## src/rtl/muldiv_iter.sv

```systemverilog
`default_nettype none
// ============================================================================
//  Module   : muldiv_iter
//  Purpose  : Iterative multiply/divide unit for the execute stage. A single
//             shift/add-subtract datapath serves MULT, MULTU, DIV and DIVU,
//             one result bit per cycle. The result is packed {hi, lo}:
//             multiply -> {product_hi, product_lo},
//             divide   -> {remainder, quotient}.
//  Ports    : clk, rst           clock, synchronous active-high reset
//             start_i            request pulse, sampled only in IDLE
//             annul_i            abort the current operation (CALC/FIX)
//             op_div_i           1 = divide, 0 = multiply
//             signed_i           1 = two's-complement operands
//             opdata1_i          multiplicand / dividend
//             opdata2_i          multiplier / divisor
//             result_o           {hi, lo}; held until the next completion
//             ready_o            one-cycle result-valid pulse
//             busy_o             high in every state other than IDLE
//             div_zero_o         divide had a zero divisor (valid with ready_o)
//  Revision : 1.0 - initial release
// ============================================================================
module muldiv_iter #(
  parameter int WIDTH = 32
) (
  input  logic               clk,
  input  logic               rst,
  input  logic               start_i,
  input  logic               annul_i,
  input  logic               op_div_i,
  input  logic               signed_i,
  input  logic [WIDTH-1:0]   opdata1_i,
  input  logic [WIDTH-1:0]   opdata2_i,
  output logic [2*WIDTH-1:0] result_o,
  output logic               ready_o,
  output logic               busy_o,
  output logic               div_zero_o
);

  localparam int CNT_W = $clog2(WIDTH) + 1;

  typedef enum logic [1:0] {
    S_IDLE = 2'd0,
    S_CALC = 2'd1,
    S_FIX  = 2'd2,
    S_DONE = 2'd3
  } state_t;

  state_t               r_state;
  state_t               w_state_nxt;
  logic [CNT_W-1:0]     r_cnt;
  logic                 r_div;
  logic                 r_neg_q;
  logic                 r_neg_r;
  logic                 r_dz;
  logic [WIDTH-1:0]     r_b;        // multiplicand (mul) or divisor (div), magnitude
  logic [2*WIDTH-1:0]   r_acc;      // {hi, lo} working accumulator
  logic [2*WIDTH-1:0]   r_result;
  logic                 r_ready;
  logic                 r_div_zero;

  logic                 w_start;
  logic                 w_a_neg;
  logic                 w_b_neg;
  logic [WIDTH-1:0]     w_abs1;
  logic [WIDTH-1:0]     w_abs2;
  logic [WIDTH-1:0]     w_acc_hi;
  logic [WIDTH-1:0]     w_acc_lo;
  logic [WIDTH:0]       w_madd;
  logic [WIDTH:0]       w_dshift;
  logic                 w_dok;
  logic [WIDTH-1:0]     w_dsub;
  logic [2*WIDTH-1:0]   w_fix;

  assign w_start  = (r_state == S_IDLE) && start_i && !annul_i;
  assign w_a_neg  = signed_i && opdata1_i[WIDTH-1];
  assign w_b_neg  = signed_i && opdata2_i[WIDTH-1];
  assign w_abs1   = w_a_neg ? -opdata1_i : opdata1_i;
  assign w_abs2   = w_b_neg ? -opdata2_i : opdata2_i;
  assign w_acc_hi = r_acc[2*WIDTH-1:WIDTH];
  assign w_acc_lo = r_acc[WIDTH-1:0];

  // Multiply step: add the multiplicand into the high half when the current
  // multiplier LSB is set; the carry is kept and shifted back in from the top.
  assign w_madd = {1'b0, w_acc_hi} + {1'b0, (r_acc[0] ? r_b : {WIDTH{1'b0}})};

  // Divide step: the partial remainder is WIDTH+1 bits wide after the shift.
  // When the subtraction succeeds the true difference is below the divisor,
  // so a WIDTH-bit modular subtract yields it exactly.
  assign w_dshift = {w_acc_hi, w_acc_lo[WIDTH-1]};
  assign w_dok    = w_dshift[WIDTH] || (w_dshift[WIDTH-1:0] >= r_b);
  assign w_dsub   = w_dshift[WIDTH-1:0] - r_b;

  always_comb begin
    w_fix = r_acc;
    if (r_div) begin
      w_fix[WIDTH-1:0]       = r_neg_q ? -w_acc_lo : w_acc_lo;
      w_fix[2*WIDTH-1:WIDTH] = r_neg_r ? -w_acc_hi : w_acc_hi;
    end else if (r_neg_q) begin
      w_fix = -r_acc;
    end
  end

  // --------------------------------------------------------------------------
  // State machine
  // --------------------------------------------------------------------------
  always_ff @(posedge clk) begin
    if (rst) begin
      r_state <= S_IDLE;
    end else begin
      r_state <= w_state_nxt;
    end
  end

  always_comb begin
    w_state_nxt = r_state;
    case (r_state)
      S_IDLE: begin
        if (w_start) begin
          // A zero divisor skips the iterations entirely.
          w_state_nxt = (op_div_i && (opdata2_i == '0)) ? S_FIX : S_CALC;
        end
      end
      S_CALC: begin
        if (annul_i) begin
          w_state_nxt = S_IDLE;
        end else if (r_cnt == CNT_W'(1)) begin
          w_state_nxt = S_FIX;
        end
      end
      S_FIX:   w_state_nxt = annul_i ? S_IDLE : S_DONE;
      S_DONE:  w_state_nxt = S_IDLE;
      default: w_state_nxt = S_IDLE;
    endcase
  end

  // --------------------------------------------------------------------------
  // Datapath and registered outputs
  // --------------------------------------------------------------------------
  always_ff @(posedge clk) begin
    if (rst) begin
      r_cnt      <= '0;
      r_div      <= 1'b0;
      r_neg_q    <= 1'b0;
      r_neg_r    <= 1'b0;
      r_dz       <= 1'b0;
      r_b        <= '0;
      r_acc      <= '0;
      r_result   <= '0;
      r_ready    <= 1'b0;
      r_div_zero <= 1'b0;
    end else begin
      r_ready <= 1'b0;
      case (r_state)
        S_IDLE: begin
          if (w_start) begin
            r_div   <= op_div_i;
            r_cnt   <= CNT_W'(WIDTH);
            r_neg_q <= w_a_neg ^ w_b_neg;
            r_neg_r <= w_a_neg;
            r_dz    <= 1'b0;
            if (op_div_i && (opdata2_i == '0)) begin
              // Raw dividend as remainder, all-ones quotient, no sign fix-up.
              r_acc   <= {opdata1_i, {WIDTH{1'b1}}};
              r_b     <= '0;
              r_neg_q <= 1'b0;
              r_neg_r <= 1'b0;
              r_dz    <= 1'b1;
            end else if (op_div_i) begin
              r_acc <= {{WIDTH{1'b0}}, w_abs1};
              r_b   <= w_abs2;
            end else begin
              r_acc <= {{WIDTH{1'b0}}, w_abs2};
              r_b   <= w_abs1;
            end
          end
        end
        S_CALC: begin
          r_cnt <= r_cnt - CNT_W'(1);
          if (r_div) begin
            r_acc <= w_dok ? {w_dsub, w_acc_lo[WIDTH-2:0], 1'b1}
                           : {w_dshift[WIDTH-1:0], w_acc_lo[WIDTH-2:0], 1'b0};
          end else begin
            r_acc <= {w_madd, w_acc_lo[WIDTH-1:1]};
          end
        end
        S_FIX: begin
          if (!annul_i) begin
            r_result <= w_fix;
          end
        end
        S_DONE: begin
          r_ready    <= 1'b1;
          r_div_zero <= r_dz;
        end
        default: ;
      endcase
    end
  end

  assign result_o   = r_result;
  assign ready_o    = r_ready;
  assign div_zero_o = r_div_zero;
  assign busy_o     = (r_state != S_IDLE);

endmodule
`default_nettype wire

```

## config.mk

```make
export PLATFORM = sky130hd
export DESIGN_NAME = muldiv_iter
export DESIGN_NICKNAME = d
export VERILOG_FILES = /design/src/rtl/muldiv_iter.sv
export SDC_FILE = /design/constraint.sdc
export NUM_CORES = 1
export LEC_CHECK = 0
export BUFFER_PORTS_ARGS = -buffer_cell sky130_fd_sc_hd__buf_4
export CAP_MARGIN = 30
export CORE_AREA = 2 2 153 185
export DETAILED_ROUTE_END_ITERATION = 6
export DIE_AREA = 0 0 155 187
export GPL_ROUTABILITY_DRIVEN = 0
export MAX_ROUTING_LAYER = met4
export PLACE_DENSITY = 0.8
export SYNTH_ARGS = -nofsm -noshare
export SYNTH_HDL_FRONTEND = slang
export SYNTH_SLANG_ARGS = --single-unit
```

## constraint.sdc

```tcl
create_clock -name clk -period 2.85 [get_ports clk]
set_input_delay 0.57 -clock clk [delete_from_list [all_inputs] [get_ports clk]]
set_output_delay 0.57 -clock clk [all_outputs]
set_load 0.005 [all_outputs]
```

==> summary.txt <==
status: complete, but fails checks
violated checks: DRC, setup timing
Layout Nets: 2516
fin cells: 2736
worst-margin pin slew: 892 ps
final wirelength: 65700 um
Cell Area, Synth: 14800 um2
Inserted Clock Buffers: 17
PwrDens: 542 nW/um2
Max Freq: 274 MHz
first-pass GRT wire length: 90600 um
Slew headroom: 40.5%
Rows: 67
Post-Route Setup TNS: -15530 ps
Most used DFF post-synth: dfxtp_1
crit path from: r_b[3]
Ports: 137
top post-synthesis cells by area: dfxtp_1 24%, a21oi_1 6.1%, nor2_1 6.0%
initial antenna violation count: 4
Die Width: 155 um
Static Leak: 0.00855 uW
Core ar.: 27400 um2
die area: 29000 um2
die span in y: 187 um
Net Count, Synth: 2133
drt wl/cell: 24.0 um
number of global-route vias before repair: 17.3k
Crit Path Class: flip-flop to flip-flop
Worst Hold Class: flip-flop to flip-flop
GRT Resource Usage Total: 40.7%
Reg-to-Reg Start: r_b[3]
Worst Skew: 13.8 ps
MaxCap Viol Count: 0
ys async rst share: 0%
drt pass-1 iters: 7
H-Tree Depth: 4
largest area contributor in the netlist: dfxtp_1
worst skew pair latency: 460 ps
Synth warnings: 0
Slew Viols, Final: 0
largest net degree at the start of global routing: 94
CP Data Required Time: 3170 ps
CP Data Arrival Time: 3980 ps
fraction of layout cells with a size suffix above 1: 31.6%
Initial Utilization: 53.9%
end point of the critical path: r_acc[42]
CTS tree: done
Post-DP HPWL: 43100 um
CTS Hold Buffers Added: 0
Netlist cell types: 82
Syn Area/Cell: 7.42 um2
Antenna Nets Post-Route: 0
sequential share of the synthesized area: 23.6%
r2r setup slk: -810 ps
cell count after placement: 2659
Remaining DRCs: 107
total gr overflow: 0
startpoint types: flip-flop
Final period util: 128%
RSZ-0062 raised after global routing: true
Seq cells post-synth: 174
minimum clock period: 3660 ps
root buf cell: clkbuf_16
Reg clk slew, reported paths: 70 ps
I/O Buffers: 136
Fin. Hold Viols: 0
DR iter-0 viols: 2937
post-DR vias/cell: 6.92
RR Endpoint: r_acc[42]
final instance area: 20400 um2
CTS max path bufs: 2
Post-synth EDFFs: 0
setup ws final: -806 ps
top cell type's share of synthesized area: 23.6%
# clock sinks: 174
Layout fillers: 1808
DP Area: 18200 um2
Critical Path Fanout Max: 7
# setup viols final: 37
Peak VDD IR: 0.000439 V
reg2reg path depth: 11
Layout area overhead: 37.8%
crit path capture type: flip-flop
vias: 18.9k
Post-Syn Instances: 1991
==> area by class of cell <==
cell class	count	area [um2]	share of cell area, %
Clock buffer	19	464	2.28
Multi-Input combinational cell	1613	11500	56.6
Sequential cell	174	3500	17.2
Inverter	69	270	1.33
Timing Repair Buffer	499	3980	19.5
Tap cell	345	432	2.12
Antenna cell	4	10.0	0.0492
Clock inverter	13	190	0.934
==> worst min path at each step <==
| stage | slack (ps) | depth (start not counted) | from | endpoint |
|---|---|---|---|---|
| final | 460 | 2 | result_o[46] | result_o[46] |
| after floorplan | 430 | 2 | r_b[11] | r_b[11] |
| after global routing | 470 | 2 | result_o[46] | result_o[46] |
| after global placement | 440 | 2 | r_b[4] | r_b[4] |
| after CTS | 460 | 2 | result_o[58] | result_o[58] |
| after detailed placement | 450 | 2 | result_o[51] | result_o[51] |
==> timing repair <==
action | CTS | global route
cloned | 0 | 3
setup buffers | 14 | 27
gates resized for setup | 83 | 179
endpoints found under the setup margin | 44 | 64
hold endpoints to repair | 0 | 0
pin swaps | 41 | 122
==> flip-flops by register name, summed over array words and instances (netlist names), 2 cells and up <==
name      flops
r_acc        64
result_o     64
r_b          32
r_cnt         6
r_state       2
==> worst max-delay path: stages (launching register included) <==
cell	delay [ps]
dfxtp_1	340
inv_1	190
ha_1	360
nor2_1	520
a211oi_4	170
nor2_2	170
o21ai_2	90
o211ai_1	300
nand3_2	310
mux2_2	400
a211oi_2	540
nor4_1	120
==> cell usage in the layout (no fill, tap or decap), types with 10 or more instances in the layout <==
cell type  count
a211oi_1      58
a21o_1        40
a21oi_1      158
a21oi_2       17
a221oi_1      18
a22o_1        17
a22oi_1       16
a31oi_1       13
buf_4        465
buf_6         24
clkbuf_16     21
dfxtp_1      163
dfxtp_2       10
ha_1          57
ha_4          10
inv_1         62
mux2i_1       58
nand2_1      184
nand2b_1      18
nand3_1       26
nand4_1       18
nor2_1       211
nor2_2        20
nor3_1        50
nor4_1        16
o211ai_1      21
o21a_1        13
o21ai_0      101
o21ai_1       14
o31ai_1       14
or3_1         21
or4_1         11
xnor2_1       69
xor2_1        85
==> Yosys cell counts (all sizes together), types with 30 or more instances <==
cell type	count
mux2i	58
dfxtp	174
o21ai	124
inv	68
ha	70
a211oi	71
a21o	40
buf	30
nand3	30
a21oi	179
nor3	58
nand2	194
nor2	238
xor2	87
clkbuf	101
xnor2	71
==> per-stage QoR <==
| stage | hold WS, ps | utilization, % | total power [uW] | setup WS, ps |
|---|---|---|---|---|
| 5_1_grt | 473 | 74.2 | 11300 | -777 |
| 4_1_cts | 456 | 70.4 | 9850 | -46.3 |
| 3_3_place_gp | 441 | 66.3 | 6920 | -269 |
| 3_5_place_dp | 447 | 66.3 | 7040 | -304 |
| 6_report | 456 | 74.2 | 11000 | -806 |
| 2_1_floorplan | 432 | - | 5370 | 2.56 |
==> power breakdown <==
part / switching (uW) / leakage, uW / total, uW / internal [uW]
logic: 3160 / 0.00681 / 5560 / 2400
clock network: 1170 / 0.000314 / 2660 / 1490
registers: 181 / 0.00142 / 2800 / 2620
total: 4520 / 0.00855 / 11000 / 6510
==> routing by layer <==
metal,global-route usage [%],vias to the layer above,wire length [um]
met1,45.6,8569,21600
met4,31.7,0,7070
met3,12.0,686,9200
li1,-,8020,-
met5,-,-,0
met2,60.6,1659,27800
==> logic make-up (layout without fill, tap and decap cells) <==
group | count (synthesis) | after routing | synth area share, %
AND/OR/NAND/NOR | 676 | 676 | 21.3
AO/OA/AOI/OAI | 632 | 632 | 28.0
buffers and inverters | 204 | 600 | 6.28
flip-flops | 174 | 174 | 23.6
XOR/XNOR | 158 | 158 | 9.37
multiplexers | 75 | 75 | 5.23
adder cells (fa/ha/maj) | 72 | 72 | 6.20
other | 0 | 4 | 0
No activity file was read; power rests on OpenSTA's default activity.
